$ cat src/rtl/mem_access_pkg.sv
// Shared types and sizing for the memory-stage access controller.
package mem_access_pkg;

  localparam int DATA_W_DEF = 16;
  localparam int CTR_W      = 8;

  typedef enum logic [1:0] {
    IDLE,
    BUSY,
    RESP,
    HALTED
  } ctrlState_e;

endpackage

$ cat src/rtl/mem_access_ctrl_if.sv
// Pipeline-side and memory-side signals of the MEM-stage controller.
interface mem_access_ctrl_if
  import mem_access_pkg::*;
#(
  parameter int DATA_W = DATA_W_DEF
);

  logic              in_valid;
  logic              in_read;
  logic              in_write;
  logic [DATA_W-1:0] in_addr;
  logic [DATA_W-1:0] in_wdata;
  logic              in_halt;
  logic [DATA_W-1:0] mem_addr;
  logic [DATA_W-1:0] mem_wdata;
  logic              mem_rd;
  logic              mem_wr;
  logic [DATA_W-1:0] mem_rdata;
  logic              mem_done;
  logic              pipe_stall;
  logic              out_valid;
  logic [DATA_W-1:0] out_rdata;
  logic              out_err;
  logic              out_halt;

  // The controller itself
  modport master (
    input  in_valid, in_read, in_write, in_addr, in_wdata, in_halt,
    input  mem_rdata, mem_done,
    output mem_addr, mem_wdata, mem_rd, mem_wr,
    output pipe_stall, out_valid, out_rdata, out_err, out_halt
  );

  // Pipeline registers and data memory around it
  modport slave (
    output in_valid, in_read, in_write, in_addr, in_wdata, in_halt,
    output mem_rdata, mem_done,
    input  mem_addr, mem_wdata, mem_rd, mem_wr,
    input  pipe_stall, out_valid, out_rdata, out_err, out_halt
  );

endinterface

$ cat src/rtl/mem_wait_ctr.sv
// Wait-cycle counter for an outstanding memory access; flags the cycle whose
// increment would reach MAX_WAIT so the FSM can give up on the access.
module mem_wait_ctr
  import mem_access_pkg::*;
#(
  parameter int MAX_WAIT = 15
) (
  input  logic clk,
  input  logic rst,
  input  logic clear,
  input  logic enable,
  output logic terminal
);

  localparam logic [CTR_W-1:0] LAST = CTR_W'(MAX_WAIT - 1);

  logic [CTR_W-1:0] count;

  always_ff @(posedge clk or negedge rst) begin
    if (!rst) begin
      count <= '0;
    end else if (clear) begin
      count <= '0;
    end else if (enable) begin
      count <= count + CTR_W'(1);
    end
  end

  assign terminal = enable && (count == LAST);

endmodule

$ cat src/rtl/mem_access_ctrl.sv
// MEM-stage access controller: issues multi-cycle loads/stores, stalls the
// pipeline while one is outstanding and hands registered results to MEM/WB.
module mem_access_ctrl
  import mem_access_pkg::*;
#(
  parameter int DATA_W   = DATA_W_DEF,
  parameter int MAX_WAIT = 15
) (
  input logic         clk,
  input logic         rst,
  mem_access_ctrl_if.master bus
);

  ctrlState_e        state;
  logic              isReadOp;
  logic [DATA_W-1:0] addrReg;
  logic [DATA_W-1:0] wdataReg;
  logic              outValid;
  logic [DATA_W-1:0] outRdata;
  logic              outErr;
  logic              outHalt;
  logic              memOp;
  logic              accept;
  logic              ctrEnable;
  logic              ctrTerminal;

  // Gating with rst keeps request/stall outputs low while reset is held,
  // even if EX/MEM still presents a live memory op.
  assign memOp  = bus.in_read | bus.in_write;
  assign accept = rst && (state == IDLE) && bus.in_valid && memOp &&
                  !bus.in_addr[0] && !bus.in_halt;

  assign bus.mem_rd     = accept & bus.in_read;
  assign bus.mem_wr     = accept & bus.in_write & ~bus.in_read;
  assign bus.mem_addr   = accept ? bus.in_addr  : addrReg;
  assign bus.mem_wdata  = accept ? bus.in_wdata : wdataReg;
  assign bus.pipe_stall = accept || (state == BUSY) || (state == HALTED);

  assign bus.out_valid = outValid;
  assign bus.out_rdata = outRdata;
  assign bus.out_err   = outErr;
  assign bus.out_halt  = outHalt;

  assign ctrEnable = (state == BUSY) && !bus.mem_done;

  mem_wait_ctr #(
    .MAX_WAIT (MAX_WAIT)
  ) waitCtr (
    .clk      (clk),
    .rst      (rst),
    .clear    (accept),
    .enable   (ctrEnable),
    .terminal (ctrTerminal)
  );

  always_ff @(posedge clk or negedge rst) begin
    if (!rst) begin
      state    <= IDLE;
      isReadOp <= 1'b0;
      addrReg  <= '0;
      wdataReg <= '0;
      outValid <= 1'b0;
      outRdata <= '0;
      outErr   <= 1'b0;
      outHalt  <= 1'b0;
    end else begin
      outValid <= 1'b0;
      outRdata <= '0;
      outErr   <= 1'b0;
      case (state)
        IDLE: begin
          if (bus.in_valid) begin
            if (bus.in_halt) begin
              outValid <= 1'b1;
              outHalt  <= 1'b1;
              state    <= HALTED;
            end else if (memOp && bus.in_addr[0]) begin
              outValid <= 1'b1;
              outErr   <= 1'b1;
            end else if (memOp) begin
              isReadOp <= bus.in_read;
              addrReg  <= bus.in_addr;
              wdataReg <= bus.in_wdata;
              state    <= BUSY;
            end else begin
              outValid <= 1'b1;
            end
          end
        end
        // A completion arriving on the timeout cycle still counts as success
        BUSY: begin
          if (bus.mem_done) begin
            outValid <= 1'b1;
            outRdata <= isReadOp ? bus.mem_rdata : '0;
            state    <= RESP;
          end else if (ctrTerminal) begin
            outValid <= 1'b1;
            outErr   <= 1'b1;
            state    <= RESP;
          end
        end
        RESP: begin
          state <= IDLE;
        end
        HALTED: begin
          outHalt <= 1'b1;
        end
        default: begin
          state <= IDLE;
        end
      endcase
    end
  end

endmodule
$ cat src/flat_wrapper.sv
// flat-port wrapper written by rule: the top's interface ports become plain ports
module mem_access_ctrl_flat import mem_access_pkg::*;
#(
  parameter int DATA_W   = DATA_W_DEF,
  parameter int MAX_WAIT = 15
)
  (clk, rst, bus_in_valid, bus_in_read, bus_in_write, bus_in_addr, bus_in_wdata, bus_in_halt, bus_mem_rdata, bus_mem_done, bus_mem_addr, bus_mem_wdata, bus_mem_rd, bus_mem_wr, bus_pipe_stall, bus_out_valid, bus_out_rdata, bus_out_err, bus_out_halt);
  mem_access_ctrl_if #(.DATA_W(DATA_W)) bus_i ();
  input logic clk;
  input logic rst;
  input wire logic [$bits(bus_i.in_valid)-1:0] bus_in_valid;
  input wire logic [$bits(bus_i.in_read)-1:0] bus_in_read;
  input wire logic [$bits(bus_i.in_write)-1:0] bus_in_write;
  input wire logic [$bits(bus_i.in_addr)-1:0] bus_in_addr;
  input wire logic [$bits(bus_i.in_wdata)-1:0] bus_in_wdata;
  input wire logic [$bits(bus_i.in_halt)-1:0] bus_in_halt;
  input wire logic [$bits(bus_i.mem_rdata)-1:0] bus_mem_rdata;
  input wire logic [$bits(bus_i.mem_done)-1:0] bus_mem_done;
  output wire logic [$bits(bus_i.mem_addr)-1:0] bus_mem_addr;
  output wire logic [$bits(bus_i.mem_wdata)-1:0] bus_mem_wdata;
  output wire logic [$bits(bus_i.mem_rd)-1:0] bus_mem_rd;
  output wire logic [$bits(bus_i.mem_wr)-1:0] bus_mem_wr;
  output wire logic [$bits(bus_i.pipe_stall)-1:0] bus_pipe_stall;
  output wire logic [$bits(bus_i.out_valid)-1:0] bus_out_valid;
  output wire logic [$bits(bus_i.out_rdata)-1:0] bus_out_rdata;
  output wire logic [$bits(bus_i.out_err)-1:0] bus_out_err;
  output wire logic [$bits(bus_i.out_halt)-1:0] bus_out_halt;
  assign bus_i.in_valid = bus_in_valid;
  assign bus_i.in_read = bus_in_read;
  assign bus_i.in_write = bus_in_write;
  assign bus_i.in_addr = bus_in_addr;
  assign bus_i.in_wdata = bus_in_wdata;
  assign bus_i.in_halt = bus_in_halt;
  assign bus_i.mem_rdata = bus_mem_rdata;
  assign bus_i.mem_done = bus_mem_done;
  assign bus_mem_addr = bus_i.mem_addr;
  assign bus_mem_wdata = bus_i.mem_wdata;
  assign bus_mem_rd = bus_i.mem_rd;
  assign bus_mem_wr = bus_i.mem_wr;
  assign bus_pipe_stall = bus_i.pipe_stall;
  assign bus_out_valid = bus_i.out_valid;
  assign bus_out_rdata = bus_i.out_rdata;
  assign bus_out_err = bus_i.out_err;
  assign bus_out_halt = bus_i.out_halt;
  mem_access_ctrl #(.DATA_W(DATA_W), .MAX_WAIT(MAX_WAIT)) u_core (.clk(clk), .rst(rst), .bus(bus_i));
endmodule
$ cat config.mk
export PLATFORM = sky130hd
export DESIGN_NAME = mem_access_ctrl_flat
export DESIGN_NICKNAME = d
export VERILOG_FILES = /design/src/rtl/mem_access_pkg.sv /design/src/rtl/mem_access_ctrl_if.sv /design/src/rtl/mem_wait_ctr.sv /design/src/rtl/mem_access_ctrl.sv /design/src/flat_wrapper.sv
export SDC_FILE = /design/constraint.sdc
export NUM_CORES = 1
export LEC_CHECK = 0
export CAP_MARGIN = 10
export CORE_UTILIZATION = 40
export DETAILED_ROUTE_END_ITERATION = 8
export PLACE_DENSITY = 0.85
export SLEW_MARGIN = 15
export SYNTH_ARGS = -nofsm -noshare
export SYNTH_HDL_FRONTEND = slang
export SYNTH_SLANG_ARGS = --single-unit
export TNS_END_PERCENT = 5
$ cat constraint.sdc
create_clock -name clk -period 2.4 [get_ports clk]
set_clock_uncertainty 0.2 [all_clocks]
set_input_delay 0.48 -clock clk [delete_from_list [all_inputs] [get_ports clk]]
set_output_delay 0.48 -clock clk [all_outputs]
set_load 0.03 [all_outputs]
==> results_dict.tcl <==
set metrics [dict create \
    run_status "finished with violations" \
    failed_checks "setup timing" \
    syn-mean-instance-area_um2 13.4 \
    antenna_found_initial 0 \
    pre_cts_slack_ps -983 \
    fin_area_mm2 0.00464 \
    grt_pass1_wl_um 10800 \
    final_period_minus_worst_setup_slack_ps 2840 \
    syn-instance-count 212 \
    synth.largest_area_cell "dfrtp_1" \
    dr.first_iter.drc_count 41 \
    static_leak_nw 2.13 \
    ys_types 31 \
    setup-violations-final 35 \
    cell_internal_pwr_mw 3.33 \
    netSwitchingPower_mw 1.88 \
    layout_overhead_on_the_synthesized_area_pct 63.0 \
    gr-total-overflow 0 \
    core.rowCount 30 \
    numClockSinks 62 \
    post-route-util_pct 68.0 \
    cts_inserted_buffers 9 \
    wl_per_cell_um 14.8 \
    setup_ws_ps -444 \
    cts.reportedPaths.clkPinSlew_ps 80 \
    grt_max_degree 64 \
    critPathKind "register to output port" \
    first_global_vias 2330 \
    finalWeightedCongestion 0.790 \
    report.final.slew_viol_count 0 \
    power.clock.fraction_pct 17.9 \
    power.share.switching_pct 36.2 \
    initial_utilization_pct 41.7 \
    place_hpwl_um 4470 \
    ys_seq_elements 62 \
    cellPowerDensity_mw_per_mm2 1120 \
    required_ps 1720 \
    synth_fp_nets 272 \
    max_slew.worst_pin.slew_ps 780 \
    power.share.combinational_pct 51.4 \
    placedInstanceArea_mm2 0.00412 \
    antenna_cells 0 \
    cp_data_arrival_time_ps 2160 \
    clk_root_buffer_cell "clkbuf_8" \
    drive_above_1_share_pct 41.0 \
    hold_class "primary input to async pin" \
    detailroute.via_count 2137 \
    startpoint_types "register" \
    die_span_x_um 86.4 \
    clock_tree.buffer_depth 2 \
    setup-tns-final_ps -13110 \
    synthDominantCellAreaShare_pct 54.5 \
    hold-worst-slack_ps 134 \
    synth_enable_flop_cells 0 \
    insertion_delay_of_the_later_clocked_pin_in_the_worst_skew_pair_ps 330 \
    grt_setup_unrepaired "yes" \
    fp.coreArea_mm2 0.00683 \
    instances_no_fill 450 \
    yosysWarnings 0 \
    share_of_the_yosys_chip_area_belonging_to_registers_pct 54.5 \
    final_number_of_hold_violating_endpoints 0 \
    postSynth.asyncResetShare_pct 100 \
    worst_setup_path_end_kind "output port" \
    grt_use_total_pct 19.3 \
    vertical_die_dimension_um 86.4 \
    total_power_mw 5.21 \
    nNetsFinal 409 \
    ant_nets 0 \
    synthMostInstantiatedCell "dfrtp_1" \
    final_min_period_over_clock_period_pct 118 \
    synthesis.area_mm2 0.00285 \
    detail_route.drc_violations 0 \
    timing.slew.headroom_pct 48.0 \
    primary_ff_master_synth "dfrtp_1" \
    drv.max_cap_violation_count 0 \
    htreeDepth 3 \
    critPathMaxFanout 10 \
    vdd_ir_drop_max_mv 0.549 \
    buffer_ports.inserted 108 \
    route.final.wire_length_um 6650 \
    synth.top_cells.by_area "dfrtp_1 54%, mux2_2 13%, mux2_1 11%" \
    die-area_mm2 0.00746 \
    drt_pre_antenna_iters 4 \
    synth_top_cells_by_count "62 x dfrtp_1, 34 x mux2_2, 29 x mux2_1" \
    share_seq_of_total_power_pct 30.6 \
    ios 109 \
    cts_tree "yes" \
    route.detailed.vias_per_inst 4.75 \
    fmax_mhz 352 \
    place_inst 422 \
]
[repair_timing]
item,4_1_cts,5_1_grt
endpoints found under the setup margin,35,35
pin swaps,3,1
resized for setup,241,13
gates cloned,2,0
setup buffers,10,0
hold buffers,0,0
[flip-flops by register name, summed over array words and instances (netlist names)]
signal	cells
u_core.addrReg	16
u_core.state	2
u_core.bus.out_err	1
u_core.bus.out_halt	1
u_core.waitCtr.count	8
u_core.wdataReg	16
u_core.isReadOp	1
u_core.bus.out_valid	1
u_core.bus.out_rdata	16
[kinds of logic (layout without fill, tap and decap cells)]
kind of cell             after synthesis  in the layout  share of synthesized area (%)
multiplexers                          66             66                           26.0
flip-flops                            62             62                           54.5
adder cells (fa/ha/maj)                5              5                           2.20
AND/OR/NAND/NOR                       49             49                           10.3
AO/OA/AOI/OAI                          8              8                           1.89
buffers and inverters                 15            157                           3.07
XOR/XNOR                               7              7                           2.15
[path summary, 6_finish.rpt]
kind / startpoint / endpoint / slack, ps / depth (start not counted)
max: u_core.state[1]$_DFFE_PN0P_ / bus_mem_addr[3] / -440 / 9
min: rst / u_core.wdataReg[12]$_DFFE_PN0P_ / 130 / 2
max reg2reg: u_core.waitCtr.count[0]$_DFFE_PN0P_ / u_core.state[1]$_DFFE_PN0P_ / 300 / 7
min reg2reg: u_core.addrReg[2]$_DFFE_PN0P_ / u_core.addrReg[2]$_DFFE_PN0P_ / 310 / 1
max in group asynchronous: rst / u_core.isReadOp$_DFFE_PN0P_ / 1340 / 2
min in group clk: u_core.addrReg[2]$_DFFE_PN0P_ / u_core.addrReg[2]$_DFFE_PN0P_ / 310 / 1
[metal layers]
| metal | global-route usage (%) | wire length [um] | vias up |
|---|---|---|---|
| li1 | - | - | 1015 |
| met1 | 21.4 | 2620 | 1038 |
| met2 | 32.9 | 3380 | 72 |
| met3 | 7.05 | 515 | 12 |
| met4 | 9.39 | 133 | 0 |
| met5 | 0 | 0 | - |
[layout make-up]
class	instances	area, um^2
fillers	515	2190
repair buffers	136	1430
multi-input cells	135	1310
inverters	5	18.8
well taps	96	120
clock buffers	10	138
clock inverters	6	67.6
flip-flops and latches	62	1550
[power by group through the flow]
stage / clock [mW] / sequential, mW / combinational (mW)
after global placement: 0 / 1.58 / 2.28
final: 0.935 / 1.60 / 2.68
after CTS: 0.961 / 1.59 / 2.64
after detailed placement: 0 / 1.60 / 2.33
after global routing: 1.01 / 1.64 / 2.83
after floorplan: 0 / 1.62 / 1.34
[worst max-delay path: stages (launching register included)]
cell	delay (ps)
dfrtp_1	390
inv_2	90
ha_4	150
nand2_4	50
nor4_4	160
and2_4	230
buf_4	140
buf_16	130
mux2_1	340
buf_6	150
[placed cells by master (no fill, tap or decap), types with 2 or more instances in the layout]
master,Yosys,routed
and2_1,17,16
buf_6,3,35
nand4_1,4,4
xor2_1,6,6
nand2_1,4,3
buf_12,0,5
inv_2,0,2
mux2_1,29,7
inv_6,0,2
mux2_4,0,19
nor2_1,9,8
mux2i_1,3,3
buf_16,0,2
inv_1,5,3
ha_1,5,4
nor2b_1,3,2
clkdlybuf4s50_1,0,67
and3_1,4,3
dfrtp_1,62,62
a211oi_1,2,2
clkinvlp_4,0,2
buf_4,1,20
nor3_1,2,2
dlygate4sd2_1,0,5
clkbuf_8,0,10
mux2_2,34,37
o21ai_0,3,3
No activity file was read; power rests on OpenSTA's default activity.
